## config.mk

```make
export PLATFORM = sky130hd
export DESIGN_NAME = fwd_scoreboard_flat
export DESIGN_NICKNAME = d
export VERILOG_FILES = /design/src/rtl/fwd_scoreboard_if.sv /design/src/rtl/fwd_scoreboard.sv /design/src/flat_wrapper.sv
export SDC_FILE = /design/constraint.sdc
export NUM_CORES = 1
export LEC_CHECK = 0
export CAP_MARGIN = 30
export CORE_ASPECT_RATIO = 1.25
export CORE_MARGIN = 4
export CORE_UTILIZATION = 39
export CTS_CLUSTER_DIAMETER = 60
export CTS_CLUSTER_SIZE = 28
export DETAILED_ROUTE_END_ITERATION = 10
export PLACE_DENSITY_LB_ADDON = 0.3
export SLEW_MARGIN = 30
export SYNTH_ARGS = -nofsm -noshare
export SYNTH_HDL_FRONTEND = slang
export SYNTH_SLANG_ARGS = --single-unit
```

## constraint.sdc

```tcl
create_clock -name CLK -period 8.1 [get_ports CLK]
set_clock_uncertainty 0.2 [all_clocks]
set_input_delay 2.43 -clock CLK [delete_from_list [all_inputs] [get_ports CLK]]
set_output_delay 2.43 -clock CLK [all_outputs]
set_load 0.1 [all_outputs]
```

## src/rtl/fwd_scoreboard_if.sv

```systemverilog
`default_nettype none
// ============================================================================
// Module      : fwd_scoreboard_if
// Description : Bundle of decode-side signals between the pipeline control
//               and the forwarding scoreboard.
//               master : pipeline/decode side (drives issue, selects, data)
//               slave  : fwd_scoreboard (returns operands, hits, stall)
//   advance      pipeline moves this cycle
//   flush        squash youngest tracked entry and the issuing instruction
//   issue_*      decode instruction descriptor (valid, wen, wsel, ld)
//   rsel         NRD packed read selects
//   rf_data      NRD packed register file read words
//   stage_data   DEPTH packed result words, index 0 = EX
//   fwd_data     NRD packed resolved operands
//   fwd_hit      per-port "resolved from stage_data"
//   stall        hold decode, bubble into EX
//   perf_*       event counters (present only with FWD_PERF_EN)
// Optional    : FWD_PERF_EN adds perf_fwd_cnt / perf_stall_cnt.
// Revision    : 1.0 - initial release
// ============================================================================
interface fwd_scoreboard_if #(
    parameter int NREGS  = 32,
    parameter int REG_W  = $clog2(NREGS),
    parameter int WORD_W = 32,
    parameter int DEPTH  = 3,
    parameter int NRD    = 2
);
    logic                    advance;
    logic                    flush;
    logic                    issue_valid;
    logic                    issue_wen;
    logic [REG_W-1:0]        issue_wsel;
    logic                    issue_ld;
    logic [NRD*REG_W-1:0]    rsel;
    logic [NRD*WORD_W-1:0]   rf_data;
    logic [DEPTH*WORD_W-1:0] stage_data;
    logic [NRD*WORD_W-1:0]   fwd_data;
    logic [NRD-1:0]          fwd_hit;
    logic                    stall;
`ifdef FWD_PERF_EN
    logic [31:0]             perf_fwd_cnt;
    logic [31:0]             perf_stall_cnt;
`endif

    modport master (
        output advance, flush, issue_valid, issue_wen, issue_wsel, issue_ld,
        output rsel, rf_data, stage_data,
        input  fwd_data, fwd_hit, stall
`ifdef FWD_PERF_EN
        , input perf_fwd_cnt, perf_stall_cnt
`endif
    );

    modport slave (
        input  advance, flush, issue_valid, issue_wen, issue_wsel, issue_ld,
        input  rsel, rf_data, stage_data,
        output fwd_data, fwd_hit, stall
`ifdef FWD_PERF_EN
        , output perf_fwd_cnt, perf_stall_cnt
`endif
    );
endinterface
`default_nettype wire

```

## src/rtl/fwd_scoreboard.sv

```systemverilog
`default_nettype none
// ============================================================================
// Module      : fwd_scoreboard
// Description : Parametrised operand forwarding / load-use hazard unit.
//               Tracks in-flight register writes over DEPTH post-decode
//               stages (0 = EX, youngest) and resolves NRD decode read
//               ports against them. The youngest matching producer wins;
//               if it is a load whose data is not yet in stage_data, a
//               stall is raised instead of forwarding.
// Ports       : CLK  - clock
//               RST  - synchronous active-high reset
//               bus  - fwd_scoreboard_if.slave (issue, selects, data in;
//                      fwd_data, fwd_hit, stall out)
// Optional    : `define FWD_PERF_EN to add saturating 32-bit counters
//               perf_fwd_cnt and perf_stall_cnt on the interface.
// Revision    : 1.0 - initial release
// ============================================================================
module fwd_scoreboard #(
    parameter int NREGS    = 32,
    parameter int REG_W    = $clog2(NREGS),
    parameter int WORD_W   = 32,
    parameter int DEPTH    = 3,
    parameter int NRD      = 2,
    parameter int LD_STAGE = 1
) (
    input  logic              CLK,
    input  logic              RST,
    fwd_scoreboard_if.slave   bus
);

    typedef struct packed {
        logic             valid;
        logic [REG_W-1:0] wsel;
        logic             ld;
    } entry_t;

    entry_t                r_ent [DEPTH];
    logic   [DEPTH-1:0]    w_ready;
    logic   [NRD-1:0]      w_stall_req;
    logic   [NRD-1:0]      w_hit;
    logic   [NRD*WORD_W-1:0] w_fwd_data;
    logic                  w_stall;
    entry_t                w_new_entry;

    // Register 0 is hardwired zero, so writes to it are never tracked.
    assign w_new_entry.valid = bus.issue_valid & bus.issue_wen & (bus.issue_wsel != '0);
    assign w_new_entry.wsel  = bus.issue_wsel;
    assign w_new_entry.ld    = bus.issue_ld;

    // A load's value appears in stage_data only from LD_STAGE onward.
    generate
        for (genvar k = 0; k < DEPTH; k++) begin : g_ready
            if (k >= LD_STAGE) begin : g_late
                assign w_ready[k] = 1'b1;
            end else begin : g_early
                assign w_ready[k] = ~r_ent[k].ld;
            end
        end
    endgenerate

    // ------------------------------------------------------------------
    // Per-port resolution
    // ------------------------------------------------------------------
    generate
        for (genvar p = 0; p < NRD; p++) begin : g_port
            logic [REG_W-1:0]  sel;
            logic [WORD_W-1:0] rf_word;
            logic              found;
            logic              found_ready;
            logic [WORD_W-1:0] found_data;

            assign sel     = bus.rsel[p*REG_W +: REG_W];
            assign rf_word = bus.rf_data[p*WORD_W +: WORD_W];

            // Scan oldest to youngest so the last hit written is the
            // lowest index; an older ready producer can therefore never
            // mask a younger not-ready one.
            always_comb begin
                found       = 1'b0;
                found_ready = 1'b0;
                found_data  = '0;
                for (int k = DEPTH - 1; k >= 0; k--) begin
                    if (r_ent[k].valid && (r_ent[k].wsel == sel)) begin
                        found       = 1'b1;
                        found_ready = w_ready[k];
                        found_data  = bus.stage_data[k*WORD_W +: WORD_W];
                    end
                end
            end

            always_comb begin
                w_hit[p]                         = 1'b0;
                w_stall_req[p]                   = 1'b0;
                w_fwd_data[p*WORD_W +: WORD_W]   = rf_word;
                if ((sel != '0) && found) begin
                    if (found_ready) begin
                        w_hit[p]                       = 1'b1;
                        w_fwd_data[p*WORD_W +: WORD_W] = found_data;
                    end else begin
                        w_stall_req[p] = 1'b1;
                    end
                end
            end
        end
    endgenerate

    // A flushed or absent decode instruction cannot cause a hazard.
    assign w_stall = (|w_stall_req) & bus.issue_valid & ~bus.flush;

    assign bus.fwd_data = w_fwd_data;
    assign bus.fwd_hit  = w_hit;
    assign bus.stall    = w_stall;

    // ------------------------------------------------------------------
    // Tracked-write shift structure
    // ------------------------------------------------------------------
    always_ff @(posedge CLK) begin
        if (RST) begin
            for (int k = 0; k < DEPTH; k++) begin
                r_ent[k] <= '0;
            end
        end else if (bus.advance) begin
            // On flush the old EX entry is squashed on its way into stage 1.
            for (int k = 1; k < DEPTH; k++) begin
                if (bus.flush && (k == 1)) begin
                    r_ent[k] <= '0;
                end else begin
                    r_ent[k] <= r_ent[k-1];
                end
            end
            if (bus.flush || w_stall) begin
                r_ent[0] <= '0;
            end else begin
                r_ent[0] <= w_new_entry;
            end
        end else if (bus.flush) begin
            r_ent[0].valid <= 1'b0;
        end
    end

`ifdef FWD_PERF_EN
    // ------------------------------------------------------------------
    // Saturating event counters
    // ------------------------------------------------------------------
    logic [31:0] r_perf_fwd;
    logic [31:0] r_perf_stall;

    always_ff @(posedge CLK) begin
        if (RST) begin
            r_perf_fwd   <= '0;
            r_perf_stall <= '0;
        end else if (bus.advance) begin
            if ((|w_hit) && (r_perf_fwd != 32'hFFFF_FFFF)) begin
                r_perf_fwd <= r_perf_fwd + 32'd1;
            end
            if (w_stall && (r_perf_stall != 32'hFFFF_FFFF)) begin
                r_perf_stall <= r_perf_stall + 32'd1;
            end
        end
    end

    assign bus.perf_fwd_cnt   = r_perf_fwd;
    assign bus.perf_stall_cnt = r_perf_stall;
`endif

endmodule
`default_nettype wire

```

## src/flat_wrapper.sv

```systemverilog
// flat-port wrapper written by rule: the top's interface ports become plain ports
module fwd_scoreboard_flat 
#(
    parameter int NREGS    = 32,
    parameter int REG_W    = $clog2(NREGS),
    parameter int WORD_W   = 32,
    parameter int DEPTH    = 3,
    parameter int NRD      = 2,
    parameter int LD_STAGE = 1
)
  (CLK, RST, bus_advance, bus_flush, bus_issue_valid, bus_issue_wen, bus_issue_wsel, bus_issue_ld, bus_rsel, bus_rf_data, bus_stage_data, bus_fwd_data, bus_fwd_hit, bus_stall);
  fwd_scoreboard_if #(.NREGS(NREGS), .REG_W(REG_W), .WORD_W(WORD_W), .DEPTH(DEPTH), .NRD(NRD)) bus_i ();
  input  logic CLK;
  input  logic RST;
  input wire logic [$bits(bus_i.advance)-1:0] bus_advance;
  input wire logic [$bits(bus_i.flush)-1:0] bus_flush;
  input wire logic [$bits(bus_i.issue_valid)-1:0] bus_issue_valid;
  input wire logic [$bits(bus_i.issue_wen)-1:0] bus_issue_wen;
  input wire logic [$bits(bus_i.issue_wsel)-1:0] bus_issue_wsel;
  input wire logic [$bits(bus_i.issue_ld)-1:0] bus_issue_ld;
  input wire logic [$bits(bus_i.rsel)-1:0] bus_rsel;
  input wire logic [$bits(bus_i.rf_data)-1:0] bus_rf_data;
  input wire logic [$bits(bus_i.stage_data)-1:0] bus_stage_data;
  output wire logic [$bits(bus_i.fwd_data)-1:0] bus_fwd_data;
  output wire logic [$bits(bus_i.fwd_hit)-1:0] bus_fwd_hit;
  output wire logic [$bits(bus_i.stall)-1:0] bus_stall;
  assign bus_i.advance = bus_advance;
  assign bus_i.flush = bus_flush;
  assign bus_i.issue_valid = bus_issue_valid;
  assign bus_i.issue_wen = bus_issue_wen;
  assign bus_i.issue_wsel = bus_issue_wsel;
  assign bus_i.issue_ld = bus_issue_ld;
  assign bus_i.rsel = bus_rsel;
  assign bus_i.rf_data = bus_rf_data;
  assign bus_i.stage_data = bus_stage_data;
  assign bus_fwd_data = bus_i.fwd_data;
  assign bus_fwd_hit = bus_i.fwd_hit;
  assign bus_stall = bus_i.stall;
  fwd_scoreboard #(.NREGS(NREGS), .REG_W(REG_W), .WORD_W(WORD_W), .DEPTH(DEPTH), .NRD(NRD), .LD_STAGE(LD_STAGE)) u_core (.CLK(CLK), .RST(RST), .bus(bus_i));
endmodule
```

==> summary.md, run 1 <==
| Metric | Value |
|---|---|
| Switching power | `303 uW` |
| Crit. End Element | `output port` |
| Simple-gate share of the synthesized area | `0.258` |
| Complex-gate fraction of the synthesized area | `0.423` |
| WHS Endpoint | `u_core.r_ent[0][11]` |
| Synth warn | `0` |
| CTS Root Cell | `clkbuf_8` |
| Post-CTS Setup Inserts | `0` |
| Area Growth Syn to Fin | `94.5%` |
| Setup_tns | `0 ns` |
| Max Root-Sink Buffers | `2` |
| Cell Rows | `38` |
| DIE WIDTH | `93.2 um` |
| Final Wtd Congestion | `1.05` |
| Dpl hpwl | `14.9 mm` |
| Post-cts sizing count | `0` |
| CP peak stage delay | `0.52 ns` |
| Crit path time final | `7.74 ns` |
| Sequential share of power | `0.191` |
| CP top delay family | `buffers and inverters` |
| Crit-path cells | `clkdlybuf4s50_1 > xor2_1 > nor4_2 > and3_1 > o211ai_4 > buf_12 > o31ai_1 > buf_12` |
| Synth Flop Type | `edfxtp_1` |
| Post-synth EDFFs | `19` |
| Final WL | `18.5 mm` |
| WHS Path Cells | `1` |
| CTS tree | `done` |
| Largest family of logic cells by synthesized area | `compound AO/OA/AOI/OAI gates` |
| Remaining DRCs | `0` |
| # hold bufs at CTS | `0` |
| Skew-Pair Late Insertion Delay | `0.25 ns` |
| Drt via density | `5.84` |
| Synthesized area per cell | `6.76 um^2` |
| H-tree depth | `1` |
| Total Routing Usage GR | `0.327` |
| Io pins | `249` |
| Final-stage net count | `923` |
| Mux contribution to synthesized area | `0` |
| Most frequent cells after synthesis | `101 x nand2_1, 72 x nor2_1, 64 x a31oi_1` |
| XOR/XNOR share of the synthesized area | `0.0742` |
| Switch share | `0.471` |
| Die ar. | `0.0107 mm^2` |
| Finished Cell Area | `0.00689 mm^2` |
| Endpoints failing setup | `0` |
| Reg2reg start | `u_core.r_ent[0][5]` |
| Clock power share | `0.106` |
| Worst Hold Class | `flip-flop to flip-flop` |
| Die height | `115 um` |
| Area share of the largest cell type after synthesis | `0.161` |
| RSZ-0062 raised after global routing | `false` |
| Cell Area, Synth | `0.00354 mm^2` |
| Worst-Margin Slew | `0.902 ns` |
| Final ANT Viol Nets | `0` |
| Top cells by area, synth | `edfxtp_1 16%, o31ai_2 14%, a31oi_1 11%, nand2_1 11%, o21ai_0 8.8%` |
| Status | `finished clean` |
| Largest net degree at the start of global routing | `66` |
| Fin crit share | `0.956` |
| Data required time of the critical path | `5.47 ns` |
| Core area | `0.00880 mm^2` |
| Total of max-cap violations | `0` |
| Drt pass-1 iters | `5` |
| Most numerous cell in the Yosys netlist | `nand2_1` |
| Layout cell share with drive strength beyond 1 | `0.199` |
| Synth Register Bits | `19` |
| Post-Synth Adder-Cell Area | `0` |
| CP startpoint | `bus_rsel[8]` |
| Reg clk slew, reported paths | `0.08 ns` |
| Total gr overflow | `0` |
| Critical Path AT | `5.11 ns` |
| Antenna violations before repair | `2` |
| Drt initial violations | `461` |
| CP dominant cell by count | `buf_12` |
| Int Pwr | `341 uW` |
| Max-slew violations | `0` |
| Max transition margin | `0.396` |
| Critical path class | `primary input to output port` |
| Syn Inst Count | `524` |
| Worst-case vdd ir drop | `0.130 mV` |
| Hold Fails Final Rpt | `0` |
| Max FFs per register | `19` |
| Comb power frac | `0.703` |
| Ys async rst share | `0` |
| CTS Sinks | `19` |
| Fmax | `129 MHz` |
| Post-Layout Cell Count | `861` |
| Via count | `5026` |
| TritonCTS Buffers | `3` |
| Post-synthesis sequential area ratio | `0.161` |
| Critical Path Start Type | `primary input` |
| Reg with most FFs | `u_core.r_ent` |
| Placed Instance Area | `0.00684 mm^2` |
| Critical Path Fanout Max | `26` |
| WL per Instance | `21.5 um` |
| Total nets after synthesis | `706` |
| Largest registers | `u_core.r_ent: 19 flops` |
| Initial core utilization | `0.403` |
| Leak | `0.00261 uW` |
| First-pass GRT wire length | `27.6 mm` |
| Hold_sp | `u_core.r_ent[0][4]` |
| Fill cells | `620` |
| CP max-delay cell | `clkdlybuf4s50_1` |
| Synth unique cells | `36` |
| Largest area contributor in the netlist | `edfxtp_1` |
| WP buf/inv | `3` |
| Vias in the first global route | `4960` |
| Worst R2R End | `u_core.r_ent[0][1]` |
| Port bufs | `248` |
| Worst reg2reg setup slack | `5.52 ns` |
| Cell Pwr Density | `93.5 mW/mm^2` |
| Cells after DPL | `856` |
| FF-to-FF path depth | `6` |
## cells in the final DEF, fill, tap and decap left out, types with 11 or more instances in the layout
| cell | instances |
|---|---|
| a31oi_1 | 64 |
| and2_1 | 17 |
| buf_12 | 72 |
| buf_4 | 11 |
| clkdlybuf4s50_1 | 181 |
| edfxtp_1 | 19 |
| nand2_1 | 101 |
| nor2_1 | 72 |
| o21ai_0 | 62 |
| o31ai_1 | 11 |
| o31ai_2 | 53 |
| xnor2_1 | 22 |
## routing by layer
metal  global-route usage  vias to the layer above  share of wire
li1                     -                     2346              -
met1                0.366                     2346           0.36
met2                0.603                      292           0.51
met3               0.0842                       40          0.099
met4               0.0899                        2          0.029
met5                    0                        -        0.00070
## power by group through the flow
stage | registers [uW] | logic, uW | clock network [uW]
after floorplan | 122 | 237 | 0
after detailed placement | 125 | 451 | 0
final | 123 | 453 | 68.5
after global placement | 125 | 446 | 0
after global routing | 123 | 468 | 71.9
after CTS | 123 | 452 | 68.3
## cell type report
cell class,count,area (um^2),area share
repair buffers,264,3340,0.484
well taps,120,150,0.0218
flip-flops and latches,19,571,0.0828
diodes,1,2.50,0.000363
inverters,8,30.0,0.00436
clock inverters,1,7.51,0.00109
multi-input cells,445,2750,0.399
clock buffers,3,41.3,0.00599
## kinds of logic after synthesis
group / count (synthesis)
AO/OA/AOI/OAI: 202
XOR/XNOR: 30
buffers and inverters: 60
flip-flops: 19
AND/OR/NAND/NOR: 213
## worst reg2reg max path, delay by kind of cell, from the launching register on
family,cells,cell delay (ns)
simple gates,3,0.91
compound gates,2,0.54
flops,1,0.48
xor+xnor,1,0.20
## per-stage QoR
step	hold WS [ns]	setup slack (ns)	util	power [uW]
2_1_floorplan	0.392	-0.235	-	358
3_3_place_gp	0.441	0.426	0.778	571
3_5_place_dp	0.444	0.357	0.778	576
4_1_cts	0.465	0.376	0.783	643
5_1_grt	0.473	0.235	0.783	663
6_report	0.462	0.356	0.783	644
## worst max path at each step
stage                       endpoint  depth (start not counted)
global placement    bus_fwd_data[29]                          9
detailed placement  bus_fwd_data[60]                          8
floorplan           bus_fwd_data[56]                          6
CTS                 bus_fwd_data[60]                          8
finish              bus_fwd_data[60]                          8
global route        bus_fwd_data[60]                          8
No activity file was read; power rests on OpenSTA's default activity.
==> run 2, diff against run 1 <==
- SETUP_SLACK_MARGIN: unset -> 0.4
==> run 2 against run 1 <==
Count of clock-buffer cells in the layout unchanged. Routed wire length up 2.7%. Critical path depth shrank 1. Largest power group unchanged. Highest routed layer is now met4.
==> summary.md, run 2 (synthesized netlist as in run 1, its figures left out) <==
| Metric | Value |
|---|---|
| Critical path class | `primary input to output port` |
| Core area | `0.00880 mm^2` |
| CP top delay family | `compound AO/OA/AOI/OAI gates` |
| Final Core Density | `0.789` |
| Die height | `115 um` |
| Final ANT Viol Nets | `0` |
| CP peak stage delay | `0.55 ns` |
| Critical Path Start Type | `primary input` |
| Comb power frac | `0.703` |
| Worst-case vdd ir drop | `0.133 mV` |
| Tot Pwr | `649 uW` |
| Drt initial violations | `549` |
| RSZ-0062 raised after global routing | `true` |
| CTS Root Cell | `clkbuf_8` |
| Crit. End Element | `output port` |
| CTS Sinks | `19` |
| Crit-path cells | `clkdlybuf4s50_1 > xor2_1 > nor4_4 > and3_2 > o211ai_2 > o31ai_1 > buf_12` |
| Most frequent cells in the layout | `181 x clkdlybuf4s50_1, 101 x nand2_1, 72 x nor2_1, 72 x buf_12, 64 x a31oi_1` |
| Via count | `5141` |
| Sequential share of power | `0.190` |
| Antenna violations before repair | `2` |
| Drt pass-1 iters | `6` |
| Switch share | `0.474` |
| Final Wtd Congestion | `1.05` |
| H-tree depth | `1` |
| Worst Hold Class | `flip-flop to flip-flop` |
| WL per Instance | `22.0 um` |
| Max Root-Sink Buffers | `2` |
| Fill cells | `603` |
| Largest net degree at the start of global routing | `66` |
| Max-slew violations | `0` |
| Switching power | `307 uW` |
| Die ar. | `0.0107 mm^2` |
| Vias in the first global route | `4963` |
| Endpoints failing setup | `0` |
| Reg clk slew, reported paths | `0.08 ns` |
| CTS tree | `done` |
| Initial core utilization | `0.403` |
| Drt via density | `5.96` |
| Remaining DRCs | `0` |
| Layout cell share with drive strength beyond 1 | `0.208` |
| DIE WIDTH | `93.2 um` |
| Port bufs | `248` |
| Clock power share | `0.107` |
| Max FFs per register | `19` |
| Fmax | `130 MHz` |
| Status | `finished clean` |
| Final WL | `19.0 mm` |
| Largest registers | `u_core.r_ent: 19 flops` |
| CP max-delay cell | `o31ai_1` |
| Setup_tns | `0 ns` |
| Total gr overflow | `0` |
| WP buf/inv | `2` |
| Total of max-cap violations | `0` |
| Total Routing Usage GR | `0.327` |
| Max transition margin | `0.435` |
| Cell Pwr Density | `93.5 mW/mm^2` |
| Worst-Margin Slew | `0.845 ns` |
| Skew-Pair Late Insertion Delay | `0.26 ns` |
| Commonest non-fill, non-tap cell in the layout | `clkdlybuf4s50_1` |
| Final-stage net count | `924` |
| TritonCTS Buffers | `3` |
| Cell Rows | `38` |
| Io pins | `249` |
| Dpl hpwl | `14.9 mm` |
| Data required time of the critical path | `5.47 ns` |
| Critical Path Fanout Max | `13` |
| Area Growth Syn to Fin | `96.0%` |
| Hold Fails Final Rpt | `0` |
| Fin crit share | `0.950` |
| Critical Path AT | `5.06 ns` |
| Int Pwr | `342 uW` |
| Leak | `0.00262 uW` |
| Crit path time final | `7.69 ns` |
| Reg with most FFs | `u_core.r_ent` |
| First-pass GRT wire length | `27.6 mm` |
| Hold_ws | `0.473 ns` |
## run 2: worst paths after layout
check | slack [ns] | startpoint | end | depth (start not counted)
worst max-delay path | 0.41 | bus_rsel[8] | bus_fwd_data[59] | 7
worst min-delay path | 0.47 | u_core.r_ent[0][1] | u_core.r_ent[0][8] | 1
worst max register to register | 5.64 | u_core.r_ent[0][4] | u_core.r_ent[0][1] | 6
worst min register to register | 0.47 | u_core.r_ent[0][1] | u_core.r_ent[0][8] | 1
## run 2: power by group through the flow
stage / clock, uW / sequential (uW) / combinational, uW
2_1_floorplan: 0 / 122 / 237
6_report: 69.3 / 123 / 456
5_1_grt: 71.9 / 124 / 471
3_5_place_dp: 0 / 125 / 451
3_3_place_gp: 0 / 125 / 446
4_1_cts: 68.3 / 123 / 452
## run 2: area by class of cell
type | instances | area [um^2] | share of cell area
repair buffers | 264 | 3340 | 0.480
multi-input cells | 446 | 2810 | 0.404
flip-flops and latches | 19 | 571 | 0.0822
well taps | 120 | 150 | 0.0216
clock buffers | 3 | 41.3 | 0.00595
inverters | 8 | 30.0 | 0.00432
clock inverters | 1 | 7.51 | 0.00108
diodes | 1 | 2.50 | 0.000360
## run 2: what timing repair did
item / 4_1_cts / 5_1_grt
gates resized for setup: 2 / 6
buffers inserted: 0 / 0
setup endpoints to repair: 2 / 29
pin swaps: 0 / 1
cloned: 0 / 1
hold buffers: 0 / 0
## run 2: stage by stage
step                      cell area, um^2  worst slack, ns  std cells
after floorplan                      3600           -0.235        524
after global placement               6840            0.426        856
after detailed placement             6840            0.357        856
after CTS                            6900            0.406        860
after global routing                 6940            0.356        862
final                                6940            0.409        862
## run 2: per-layer routing
metal / GRT usage / wire length [um] / vias to the layer above
li1: - / - / 2346
met2: 0.605 / 9850 / 302
met3: 0.0835 / 1960 / 32
met1: 0.366 / 6720 / 2461
met5: 0 / 0 / -
met4: 0.0899 / 477 / 0
